## src/rtl/decode_hazard_ctrl_pkg.sv

```systemverilog
// Shared types and control-word field offsets for the decode-stage
// hazard controller.
package decode_ctrl_pkg;

  typedef enum logic [1:0] {
    RUN,
    FLUSH,
    MEM_WAIT
  } ctrl_state_t;

  localparam int CW_RD_HI  = 25;
  localparam int CW_RD_LO  = 21;
  localparam int CW_RS2_HI = 20;
  localparam int CW_RS2_LO = 16;
  localparam int CW_RS1_HI = 15;
  localparam int CW_RS1_LO = 11;
  localparam int CW_WE     = 6;
  localparam int CW_LOAD   = 4;

  localparam int REG_COUNT = 32;
  localparam int REG_AW    = $clog2(REG_COUNT);

  typedef logic [REG_AW-1:0]    reg_addr_t;
  typedef logic [REG_COUNT-1:0] reg_mask_t;

  function automatic reg_mask_t reg_onehot(
    input reg_addr_t a,
    input logic      en
  );
    reg_mask_t m;
    m = en ? (reg_mask_t'(1) << a) : '0;
    m[0] = 1'b0;
    return m;
  endfunction

endpackage

```

## src/rtl/decode_hazard_ctrl_if.sv

```systemverilog
// Decode/MEM/WB sideband bundle between the pipeline and the hazard
// controller.
interface decode_hazard_ctrl_if;
  import decode_ctrl_pkg::*;

  logic      id_valid;
  reg_addr_t id_rs1;
  reg_addr_t id_rs2;
  logic      id_use_rs1;
  logic      id_use_rs2;
  logic      id_we;
  reg_addr_t id_rd;
  logic      id_load;
  logic      ex_branch_taken;
  logic      dmem_req;
  logic      dmem_ready;
  logic      wb_we;
  reg_addr_t wb_rd;

  logic      buble;
  logic      pc_stall;
  logic      ifid_stall;
  logic      ifid_flush;
  logic      exmem_stall;
  logic      mem_timeout;
  reg_mask_t pending;

  modport master (
    output id_valid, id_rs1, id_rs2, id_use_rs1, id_use_rs2,
    output id_we, id_rd, id_load, ex_branch_taken,
    output dmem_req, dmem_ready, wb_we, wb_rd,
    input  buble, pc_stall, ifid_stall, ifid_flush,
    input  exmem_stall, mem_timeout, pending
  );

  modport slave (
    input  id_valid, id_rs1, id_rs2, id_use_rs1, id_use_rs2,
    input  id_we, id_rd, id_load, ex_branch_taken,
    input  dmem_req, dmem_ready, wb_we, wb_rd,
    output buble, pc_stall, ifid_stall, ifid_flush,
    output exmem_stall, mem_timeout, pending
  );

endinterface

```

## src/rtl/decode_hazard_ctrl_scoreboard.sv

```systemverilog
// In-flight writer bitmap: one set port, one clear port, two read ports.
// x0 is never marked pending.
module reg_scoreboard
  import decode_ctrl_pkg::*;
(
  input  logic      clk,
  input  logic      reset,
  input  logic      set_en,
  input  reg_addr_t set_addr,
  input  logic      clr_en,
  input  reg_addr_t clr_addr,
  input  reg_addr_t rd_addr_a,
  input  reg_addr_t rd_addr_b,
  output logic      rd_a,
  output logic      rd_b,
  output reg_mask_t pending
);

  reg_mask_t pending_q;
  reg_mask_t pending_d;

  // set is OR-ed after the clear so a same-cycle re-issue wins
  always_comb begin
    pending_d = pending_q & ~reg_onehot(clr_addr, clr_en);
    pending_d = pending_d | reg_onehot(set_addr, set_en);
  end

  always_ff @(posedge clk) begin
    if (reset) pending_q <= '0;
    else       pending_q <= pending_d;
  end

  assign rd_a    = pending_q[rd_addr_a];
  assign rd_b    = pending_q[rd_addr_b];
  assign pending = pending_q;

endmodule

```

## src/rtl/decode_hazard_ctrl.sv

```systemverilog
// Decode-stage sequencer: RAW stalls, dmem freezes, branch flushes.
// Define FORWARDING_EN to track only load destinations in the scoreboard.
module decode_hazard_ctrl
  import decode_ctrl_pkg::*;
#(
  parameter int FLUSH_CYCLES = 1,
  parameter int MEM_TIMEOUT  = 255
) (
  input logic clk,
  input logic reset,
  decode_hazard_ctrl_if.slave bus
);

  localparam int FL_LOAD_I = (FLUSH_CYCLES > 1) ? FLUSH_CYCLES - 2 : 0;
  localparam logic [2:0]  FL_LOAD = 3'(FL_LOAD_I);
  localparam logic [15:0] TMO     = 16'(MEM_TIMEOUT);

  ctrl_state_t state_q, state_d;
  logic [2:0]  flush_cnt_q, flush_cnt_d;
  logic [15:0] wait_cnt_q, wait_cnt_d;
  logic        mem_timeout_q, mem_timeout_d;

  logic      freeze, flushing, hazard, buble, issue;
  logic      hit_a, hit_b, set_sel, set_en;
  reg_mask_t pending_w;

  assign freeze   = bus.dmem_req & ~bus.dmem_ready;
  assign flushing = ~freeze &
                    (bus.ex_branch_taken | (state_q == FLUSH));
  assign hazard   = ~freeze & ~flushing & bus.id_valid &
                    ((bus.id_use_rs1 & hit_a) |
                     (bus.id_use_rs2 & hit_b));
  assign buble    = reset | flushing | hazard;
  assign issue    = ~reset & bus.id_valid & ~buble & ~freeze;

`ifdef FORWARDING_EN
  assign set_sel = bus.id_we & bus.id_load;
`else
  assign set_sel = bus.id_we | bus.id_load;
`endif

  assign set_en = issue & set_sel & (bus.id_rd != '0);

  reg_scoreboard u_sb (
    .clk       (clk),
    .reset     (reset),
    .set_en    (set_en),
    .set_addr  (bus.id_rd),
    .clr_en    (bus.wb_we),
    .clr_addr  (bus.wb_rd),
    .rd_addr_a (bus.id_rs1),
    .rd_addr_b (bus.id_rs2),
    .rd_a      (hit_a),
    .rd_b      (hit_b),
    .pending   (pending_w)
  );

  always_comb begin
    state_d       = state_q;
    flush_cnt_d   = flush_cnt_q;
    wait_cnt_d    = '0;
    mem_timeout_d = mem_timeout_q;
    if (freeze) begin
      // FLUSH holds its counter across a freeze
      wait_cnt_d = (wait_cnt_q >= TMO) ? wait_cnt_q
                                       : wait_cnt_q + 16'd1;
      if (wait_cnt_d == TMO) mem_timeout_d = 1'b1;
      if (state_q == RUN) state_d = MEM_WAIT;
    end else if (bus.ex_branch_taken) begin
      if (FLUSH_CYCLES > 1) begin
        state_d     = FLUSH;
        flush_cnt_d = FL_LOAD;
      end else begin
        state_d = RUN;
      end
    end else if (state_q == FLUSH) begin
      if (flush_cnt_q == '0) state_d = RUN;
      else flush_cnt_d = flush_cnt_q - 3'd1;
    end else begin
      state_d = RUN;
    end
  end

  always_ff @(posedge clk) begin
    if (reset) begin
      state_q       <= RUN;
      flush_cnt_q   <= '0;
      wait_cnt_q    <= '0;
      mem_timeout_q <= 1'b0;
    end else begin
      state_q       <= state_d;
      flush_cnt_q   <= flush_cnt_d;
      wait_cnt_q    <= wait_cnt_d;
      mem_timeout_q <= mem_timeout_d;
    end
  end

  assign bus.buble       = buble;
  assign bus.pc_stall    = ~reset & (freeze | hazard);
  assign bus.ifid_stall  = ~reset & (freeze | hazard);
  assign bus.ifid_flush  = ~reset & flushing;
  assign bus.exmem_stall = ~reset & freeze;
  assign bus.mem_timeout = ~reset & mem_timeout_q;
  assign bus.pending     = reset ? '0 : pending_w;

endmodule

```

## src/flat_wrapper.sv

```systemverilog
// flat-port wrapper written by rule: the top's interface ports become plain ports
module decode_hazard_ctrl_flat import decode_ctrl_pkg::*;
#(
  parameter int FLUSH_CYCLES = 1,
  parameter int MEM_TIMEOUT  = 255
)
  (clk, reset, bus_id_valid, bus_id_rs1, bus_id_rs2, bus_id_use_rs1, bus_id_use_rs2, bus_id_we, bus_id_rd, bus_id_load, bus_ex_branch_taken, bus_dmem_req, bus_dmem_ready, bus_wb_we, bus_wb_rd, bus_buble, bus_pc_stall, bus_ifid_stall, bus_ifid_flush, bus_exmem_stall, bus_mem_timeout, bus_pending);
  decode_hazard_ctrl_if bus_i ();
  input logic clk;
  input logic reset;
  input wire logic [$bits(bus_i.id_valid)-1:0] bus_id_valid;
  input wire logic [$bits(bus_i.id_rs1)-1:0] bus_id_rs1;
  input wire logic [$bits(bus_i.id_rs2)-1:0] bus_id_rs2;
  input wire logic [$bits(bus_i.id_use_rs1)-1:0] bus_id_use_rs1;
  input wire logic [$bits(bus_i.id_use_rs2)-1:0] bus_id_use_rs2;
  input wire logic [$bits(bus_i.id_we)-1:0] bus_id_we;
  input wire logic [$bits(bus_i.id_rd)-1:0] bus_id_rd;
  input wire logic [$bits(bus_i.id_load)-1:0] bus_id_load;
  input wire logic [$bits(bus_i.ex_branch_taken)-1:0] bus_ex_branch_taken;
  input wire logic [$bits(bus_i.dmem_req)-1:0] bus_dmem_req;
  input wire logic [$bits(bus_i.dmem_ready)-1:0] bus_dmem_ready;
  input wire logic [$bits(bus_i.wb_we)-1:0] bus_wb_we;
  input wire logic [$bits(bus_i.wb_rd)-1:0] bus_wb_rd;
  output wire logic [$bits(bus_i.buble)-1:0] bus_buble;
  output wire logic [$bits(bus_i.pc_stall)-1:0] bus_pc_stall;
  output wire logic [$bits(bus_i.ifid_stall)-1:0] bus_ifid_stall;
  output wire logic [$bits(bus_i.ifid_flush)-1:0] bus_ifid_flush;
  output wire logic [$bits(bus_i.exmem_stall)-1:0] bus_exmem_stall;
  output wire logic [$bits(bus_i.mem_timeout)-1:0] bus_mem_timeout;
  output wire logic [$bits(bus_i.pending)-1:0] bus_pending;
  assign bus_i.id_valid = bus_id_valid;
  assign bus_i.id_rs1 = bus_id_rs1;
  assign bus_i.id_rs2 = bus_id_rs2;
  assign bus_i.id_use_rs1 = bus_id_use_rs1;
  assign bus_i.id_use_rs2 = bus_id_use_rs2;
  assign bus_i.id_we = bus_id_we;
  assign bus_i.id_rd = bus_id_rd;
  assign bus_i.id_load = bus_id_load;
  assign bus_i.ex_branch_taken = bus_ex_branch_taken;
  assign bus_i.dmem_req = bus_dmem_req;
  assign bus_i.dmem_ready = bus_dmem_ready;
  assign bus_i.wb_we = bus_wb_we;
  assign bus_i.wb_rd = bus_wb_rd;
  assign bus_buble = bus_i.buble;
  assign bus_pc_stall = bus_i.pc_stall;
  assign bus_ifid_stall = bus_i.ifid_stall;
  assign bus_ifid_flush = bus_i.ifid_flush;
  assign bus_exmem_stall = bus_i.exmem_stall;
  assign bus_mem_timeout = bus_i.mem_timeout;
  assign bus_pending = bus_i.pending;
  decode_hazard_ctrl #(.FLUSH_CYCLES(FLUSH_CYCLES), .MEM_TIMEOUT(MEM_TIMEOUT)) u_core (.clk(clk), .reset(reset), .bus(bus_i));
endmodule
```

## config.mk

```make
export PLATFORM = sky130hd
export DESIGN_NAME = decode_hazard_ctrl_flat
export DESIGN_NICKNAME = d
export VERILOG_FILES = /design/src/rtl/decode_hazard_ctrl_pkg.sv /design/src/rtl/decode_hazard_ctrl_if.sv /design/src/rtl/decode_hazard_ctrl_scoreboard.sv /design/src/rtl/decode_hazard_ctrl.sv /design/src/flat_wrapper.sv
export SDC_FILE = /design/constraint.sdc
export NUM_CORES = 1
export LEC_CHECK = 0
export ABC_AREA = 1
export BUFFER_PORTS_ARGS = -buffer_cell sky130_fd_sc_hd__clkbuf_2
export CORE_MARGIN = 2
export CORE_UTILIZATION = 30
export DETAILED_ROUTE_END_ITERATION = 16
export PLACE_DENSITY = 0.55
export SLEW_MARGIN = 20
export SYNTH_ARGS = -nofsm -noshare
export SYNTH_HDL_FRONTEND = slang
export SYNTH_SLANG_ARGS = --single-unit
```

## constraint.sdc

```tcl
create_clock -name clk -period 2.6 [get_ports clk]
set_input_delay 0.26 -clock clk [delete_from_list [all_inputs] [get_ports clk]]
set_output_delay 0.26 -clock clk [all_outputs]
set_load 0.005 [all_outputs]
```

==> qor.txt, run 1 <==
Yosys cell types: 28
Setup bufs post-CTS: 0
Initial Util: 30.50%
# IOs: 69
Hold WS: 0.3188 ns
Chip height: 111.3 um
1st-iter DRT viols: 375
Commonest non-fill, non-tap cell in the layout: nand2_1
CORE AREA: 0.01132 mm2
Synth Net Count: 640
Crit path DAT: 1.89 ns
Required @ worst endpoint: 2.34 ns
Pwr dens: 409.7 mW/mm2
Die Width: 111.3 um
Startpoint Class: input port
Pin count of the biggest net entering global routing: 33
Number of fill cells: 1324
CP max FO: 17
GRT overflow: 0
Final Util: 34.71%
Wire per inst: 14.28 um
CTS Buffer Depth: 2
Actual slew at the worst max-slew pin: 0.6871 ns
Gpl congestion: 0.8728
Setup violations, final: 0
TNS Setup: 0 ns
Mapped Cells: 608
Final nets: 684
CTS clock-pin slew for the worst setup and hold paths: 0.06 ns
VDD IR max: 0.0002243 V
Die area: 0.01239 mm2
Pwr Total: 1610 uW
Leakage: 0.001933 uW
Sequential area share after synthesis: 27.83%
Clock Sinks: 48
Final WL: 11350 um
Number of global-route vias before repair: 3560
RSZ-0062 raised after global routing: no
Final min period: 2.152 ns
Max_slew headroom: 54.08%
Synth warn: 0
Post-synthesis cell area: 0.003453 mm2
Status: finished, final reports clean
Placed Cells: 788
PortBufs: 67
Post_cts resized: 0
Via count: 3926
Clock Skew: 0.006643 ns
GR Util All Layers: 18.08%
Area Growth Syn to Fin: 13.80%
H-tree depth: 2
Worst Hold Class: in2reg
Critical path type: in2out
First-pass GRT wire length: 18220 um
Syn avg cell area: 5.680 um2
Total of max-cap violations: 0
Post-layout instance count excluding filler cells: 795
Fin crit share: 82.78%
Fmax: 464.6 MHz
Hold Vio Cnt, Final: 0
Clock Latency Late Sink: 0.29 ns
Cts bufs inserted: 5
Initial antenna violation count: 0
DPL Wire Length: 8732 um
DRC Markers: 0
Post-route ant nets: 0
DRT Pass-1 Iters: 5
Worst setup EP type: output port
CTS Root Cell: clkbuf_16
# hold bufs at CTS: 0
Highest-count cells in the layout ignoring fill and taps: 194 x nand2_1, 103 x nor2_1, 76 x nand3_1, 71 x inv_1, 67 x clkbuf_2
Num rows: 39
Fraction of layout cells with a size suffix above 1: 13.96%
Yosys reg bits: 48
Drt via density: 4.938
Slew Viols, Final: 0
R2r setup slk: 0.81 ns
CTS tree: done
Antenna Cells: 0
cells in the mapped netlist, drive strengths merged:
cell / instances / area share (%)
o41ai: 1 / 0.25
clkinv: 2 / 0.22
nor3: 4 / 0.58
o211ai: 1 / 0.22
nand3: 77 / 11
inv: 75 / 8.3
clkbuf: 12 / 1.3
buf: 24 / 5.3
ha: 1 / 0.36
nor4: 2 / 0.36
nand4: 46 / 8.3
xor2: 3 / 0.76
o22ai: 1 / 0.18
dfxtp: 48 / 28
o21ai: 4 / 0.58
nor2: 105 / 11
nand2: 198 / 22
conb: 1 / 0.11
a21oi: 3 / 0.43
path summary, 6_finish.rpt:
| path | from | end | cells past startpoint |
|---|---|---|---|
| worst max-delay path | bus_id_rs2[0] | bus_ifid_stall | 12 |
| worst min-delay path | bus_wb_rd[4] | u_core.u_sb.pending[16] | 4 |
| worst max register to register | u_core.wait_cnt_q[0] | u_core.mem_timeout_q | 13 |
| worst min register to register | u_core.wait_cnt_q[14] | u_core.wait_cnt_q[14] | 2 |
report_power, final:
part           switching [uW]  internal (uW)  leakage, uW
Combinational             180           72.4      0.00148
Sequential               1.82            739     0.000387
Clock                     267            350    0.0000667
critical path, stage by stage:
cell,delay (ns)
clkbuf_2,0.31
inv_4,0.16
nand2_1,0.10
nand3_1,0.08
nand3_1,0.10
nand3_1,0.09
nand3_1,0.09
nand3_1,0.08
nand2_2,0.12
nand2_4,0.06
o21ai_0,0.27
clkbuf_2,0.17
kinds of logic (layout without fill, tap and decap cells):
| kind of cell | Yosys count | in the layout | share of synthesized area (%) |
|---|---|---|---|
| AOI/OAI and AO/OA | 10 | 10 | 1.667 |
| xor gates and xnor gates | 3 | 3 | 0.7610 |
| adders and majority gates | 1 | 1 | 0.3623 |
| buffers and inverters | 113 | 157 | 15.11 |
| DFF | 48 | 48 | 27.83 |
| other | 1 | 1 | 0.1086 |
| and+or+nand+nor | 432 | 432 | 54.17 |
sequential cells by signal (all words and copies together), names as in the netlist:
register / count
u_core.wait_cnt_q: 16
u_core.u_sb.pending: 31
u_core.mem_timeout_q: 1
layout make-up:
class | instances | area, um2 | share of cell area, %
multi-input combinational | 447 | 1982 | 50.43
sequential | 48 | 960.9 | 24.45
timing repair buffer | 73 | 380.4 | 9.678
inverter | 77 | 294.0 | 7.482
tap | 143 | 178.9 | 4.553
clock buffer | 6 | 128.9 | 3.279
clock inverter | 1 | 5.005 | 0.1273
per-layer routing:
| layer | GRT usage, % | vias up | wire length, um |
|---|---|---|---|
| met5 | 0 | - | 0 |
| met4 | 4.609 | 0 | 183 |
| met3 | 2.679 | 12 | 722 |
| met2 | 28.25 | 120 | 5092 |
| met1 | 26.09 | 1786 | 5353 |
| li1 | - | 2008 | - |
stage by stage:
| step | setup slack, ns | cell area, um2 |
|---|---|---|
| global placement | 0.4015 | 3791 |
| global route | 0.2453 | 3930 |
| CTS | 0.4280 | 3925 |
| finish | 0.4477 | 3930 |
| detailed placement | 0.4346 | 3791 |
| floorplan | 0.8544 | 3453 |
(Power assumes the default switching activity.)
==> inputs of run 2 (changes only) <==
==> constraint.sdc (replaced) <==
create_clock -name clk -period 2 [get_ports clk]
set_input_delay 0.2 -clock clk [delete_from_list [all_inputs] [get_ports clk]]
set_output_delay 0.2 -clock clk [all_outputs]
set_load 0.005 [all_outputs]
==> run 2 against run 1 <==
  * Worst hold slack got worse by 0.065 ns
  * Cell area up 3.1%
  * Count of clock-buffer cells in the layout rose by 1
  * Die area unchanged
  * Final cell count up 1.8%
  * Critical path type is now reg2out
  * Critical endpoint is now bus_pc_stall
  * Largest cell class unchanged
==> qor.txt, run 2 (synthesis results as in run 1) <==
Hold WS: 0.2533 ns (was 0.3188 ns)
CTS Buffer Depth: 2 (unchanged)
DPL Wire Length: 8896 um (was 8732 um)
DRC Markers: 0 (unchanged)
Chip height: 111.3 um (unchanged)
Critical path type: reg2out (was in2out)
Worst setup EP type: output port (unchanged)
Num rows: 39 (unchanged)
First-pass GRT wire length: 18310 um (was 18220 um)
PortBufs: 67 (unchanged)
Gpl congestion: 0.8565 (was 0.8728)
Leakage: 0.002002 uW (was 0.001933 uW)
Final WL: 11270 um (was 11350 um)
Antenna Cells: 0 (unchanged)
# IOs: 69 (unchanged)
Setup violations, final: 0 (unchanged)
Commonest non-fill, non-tap cell in the layout: nand2_1 (unchanged)
CP max FO: 4 (was 17)
Highest-count cells in the layout ignoring fill and taps: 194 x nand2_1, 103 x nor2_1, 76 x nand3_1, 68 x inv_1, 67 x clkbuf_2 (was 194 x nand2_1, 103 x nor2_1, 76 x nand3_1, 71 x inv_1, 67 x clkbuf_2)
Hold Vio Cnt, Final: 0 (unchanged)
Setup bufs post-CTS: 0 (unchanged)
Worst setup startpoint: u_core.u_sb.pending[27] (was bus_id_rs2[0])
Drt via density: 4.897 (was 4.938)
Clock Sinks: 48 (unchanged)
CTS tree: done (unchanged)
# hold bufs at CTS: 0 (unchanged)
Worst setup endpoint: bus_pc_stall (was bus_ifid_stall)
GRT busiest layer: met2 (unchanged)
GR Util All Layers: 18.33% (was 18.08%)
RR Endpoint: u_core.mem_timeout_q (unchanged)
Worst Hold Class: in2reg (unchanged)
Area Growth Syn to Fin: 17.36% (was 13.80%)
GRT overflow: 0 (unchanged)
Total of max-cap violations: 0 (unchanged)
Status: finished, final reports clean (unchanged)
Initial Util: 30.50% (unchanged)
DRT Pass-1 Iters: 4 (was 5)
CTS Root Cell: clkbuf_16 (unchanged)
Required @ worst endpoint: 1.80 ns (was 2.34 ns)
Max reg flops: 31 (unchanged)
1st-iter DRT viols: 336 (was 375)
Fraction of layout cells with a size suffix above 1: 16.67% (was 13.96%)
Final nets: 697 (was 684)
Die area: 0.01239 mm2 (unchanged)
Reg2reg start: u_core.wait_cnt_q[0] (unchanged)
Fmax: 532.1 MHz
Pwr dens: 535.2 mW/mm2 (was 409.7 mW/mm2)
Met3 Track Usage GR: 2.460% (was 2.679%)
Actual slew at the worst max-slew pin: 0.6720 ns (was 0.6871 ns)
Die Width: 111.3 um (unchanged)
VDD IR max: 0.0002688 V (was 0.0002243 V)
Pin count of the biggest net entering global routing: 33 (unchanged)
Via count: 3962 (was 3926)
CORE AREA: 0.01132 mm2 (unchanged)
R2r setup slk: 0.22 ns (was 0.81 ns)
Crit path DAT: 1.68 ns (was 1.89 ns)
CTS clock-pin slew for the worst setup and hold paths: 0.07 ns (was 0.06 ns)
Startpoint Class: register (was input port)
Wire per inst: 13.93 um (was 14.28 um)
Post-route ant nets: 0 (unchanged)
H-tree depth: 2 (unchanged)
Depth of the most critical reg-to-reg path: 13 (unchanged)
Cts bufs inserted: 5 (unchanged)
Initial antenna violation count: 0 (unchanged)
Clock Latency Late Sink: 0.29 ns (about the same)
Number of global-route vias before repair: 3620 (was 3560)
Met1 Use GR: 25.54% (was 26.09%)
Max_slew headroom: 55.09% (was 54.08%)
Slew Viols, Final: 0 (unchanged)
Final min period: 1.880 ns
Fin crit share: 93.98%
Final Util: 35.80% (was 34.71%)
GRT met2 Usage: 29.47% (was 28.25%)
Clock Skew: 0.004490 ns (was 0.006643 ns)
-- run 2: cell types whose count changed in the layout (fill, tap and decap cells not counted), sizes merged --
cell	previous run	this run
clkinvlp	0	1
clkinv	3	2
buf	6	19
clkbuf	73	74
-- run 2: layout make-up --
| type | instances | area [um2] |
|---|---|---|
| multi-input cells | 447 | 1986 |
| clock inverters | 1 | 7.507 |
| clock buffers | 7 | 142.6 |
| well taps | 143 | 178.9 |
| flip-flops and latches | 48 | 965.9 |
| repair buffers | 86 | 478.0 |
| inverters | 77 | 294.0 |
| fillers | 1306 | 7268 |
-- run 2: worst min path at each step --
stage,from,endpoint,slack [ns],depth (start not counted)
floorplan,bus_wb_rd[4],u_core.u_sb.pending[16],0.40,3
global placement,u_core.wait_cnt_q[14],u_core.wait_cnt_q[14],0.43,2
detailed placement,u_core.wait_cnt_q[11],u_core.wait_cnt_q[11],0.44,2
CTS,bus_wb_rd[4],u_core.u_sb.pending[16],0.24,4
global route,bus_wb_rd[4],u_core.u_sb.pending[16],0.27,4
finish,bus_wb_rd[4],u_core.u_sb.pending[16],0.25,4
-- run 2: metrics by stage --
stage                     total power (uW)  worst slack (ns)  instance area (um2)  setup TNS, ns  std cells
final                                 2169            0.1205                 4053              0        809
after global routing                  2261         -0.004965                 4053      -0.008261        809
after CTS                             2184           0.02098                 4040              0        809
after detailed placement              1322            0.1737                 3889              0        801
after global placement                1322            0.1372                 3889              0        801
after floorplan                       1222            0.3744                 3453              0        608
-- run 2: what timing repair did --
action | 4_1_cts | 5_1_grt
setup endpoints to repair | 2 | 2
cloned | 0 | 0
gates resized for setup | 1 | 7
pin swaps | 0 | 1
endpoints found under the hold margin | 0 | 0
-- run 2: critical path, cell delays in order, from the launching register on --
cell and delay (ns):
dfxtp_1 0.31, inv_1 0.10, nand2_1 0.08, nand3_1 0.07, nand3_1 0.08, nand3_1 0.08, nand3_1 0.09, nand3_1 0.09
nand2_2 0.13, nand2_4 0.08, o21ai_2 0.13, clkbuf_2 0.13
-- run 2: where the power goes --
part	total, uW	internal (uW)	leakage, uW	switching [uW]
clock	863	498	0.0000701	365
combinational	344	111	0.00154	234
sequential	962	959	0.000388	2.62
-- run 2: per-layer routing --
metal,routed length (um),part of all wire [%]
met4,180,1.6
met5,0,0
met1,5356,48
met3,633,5.6
met2,5097,45
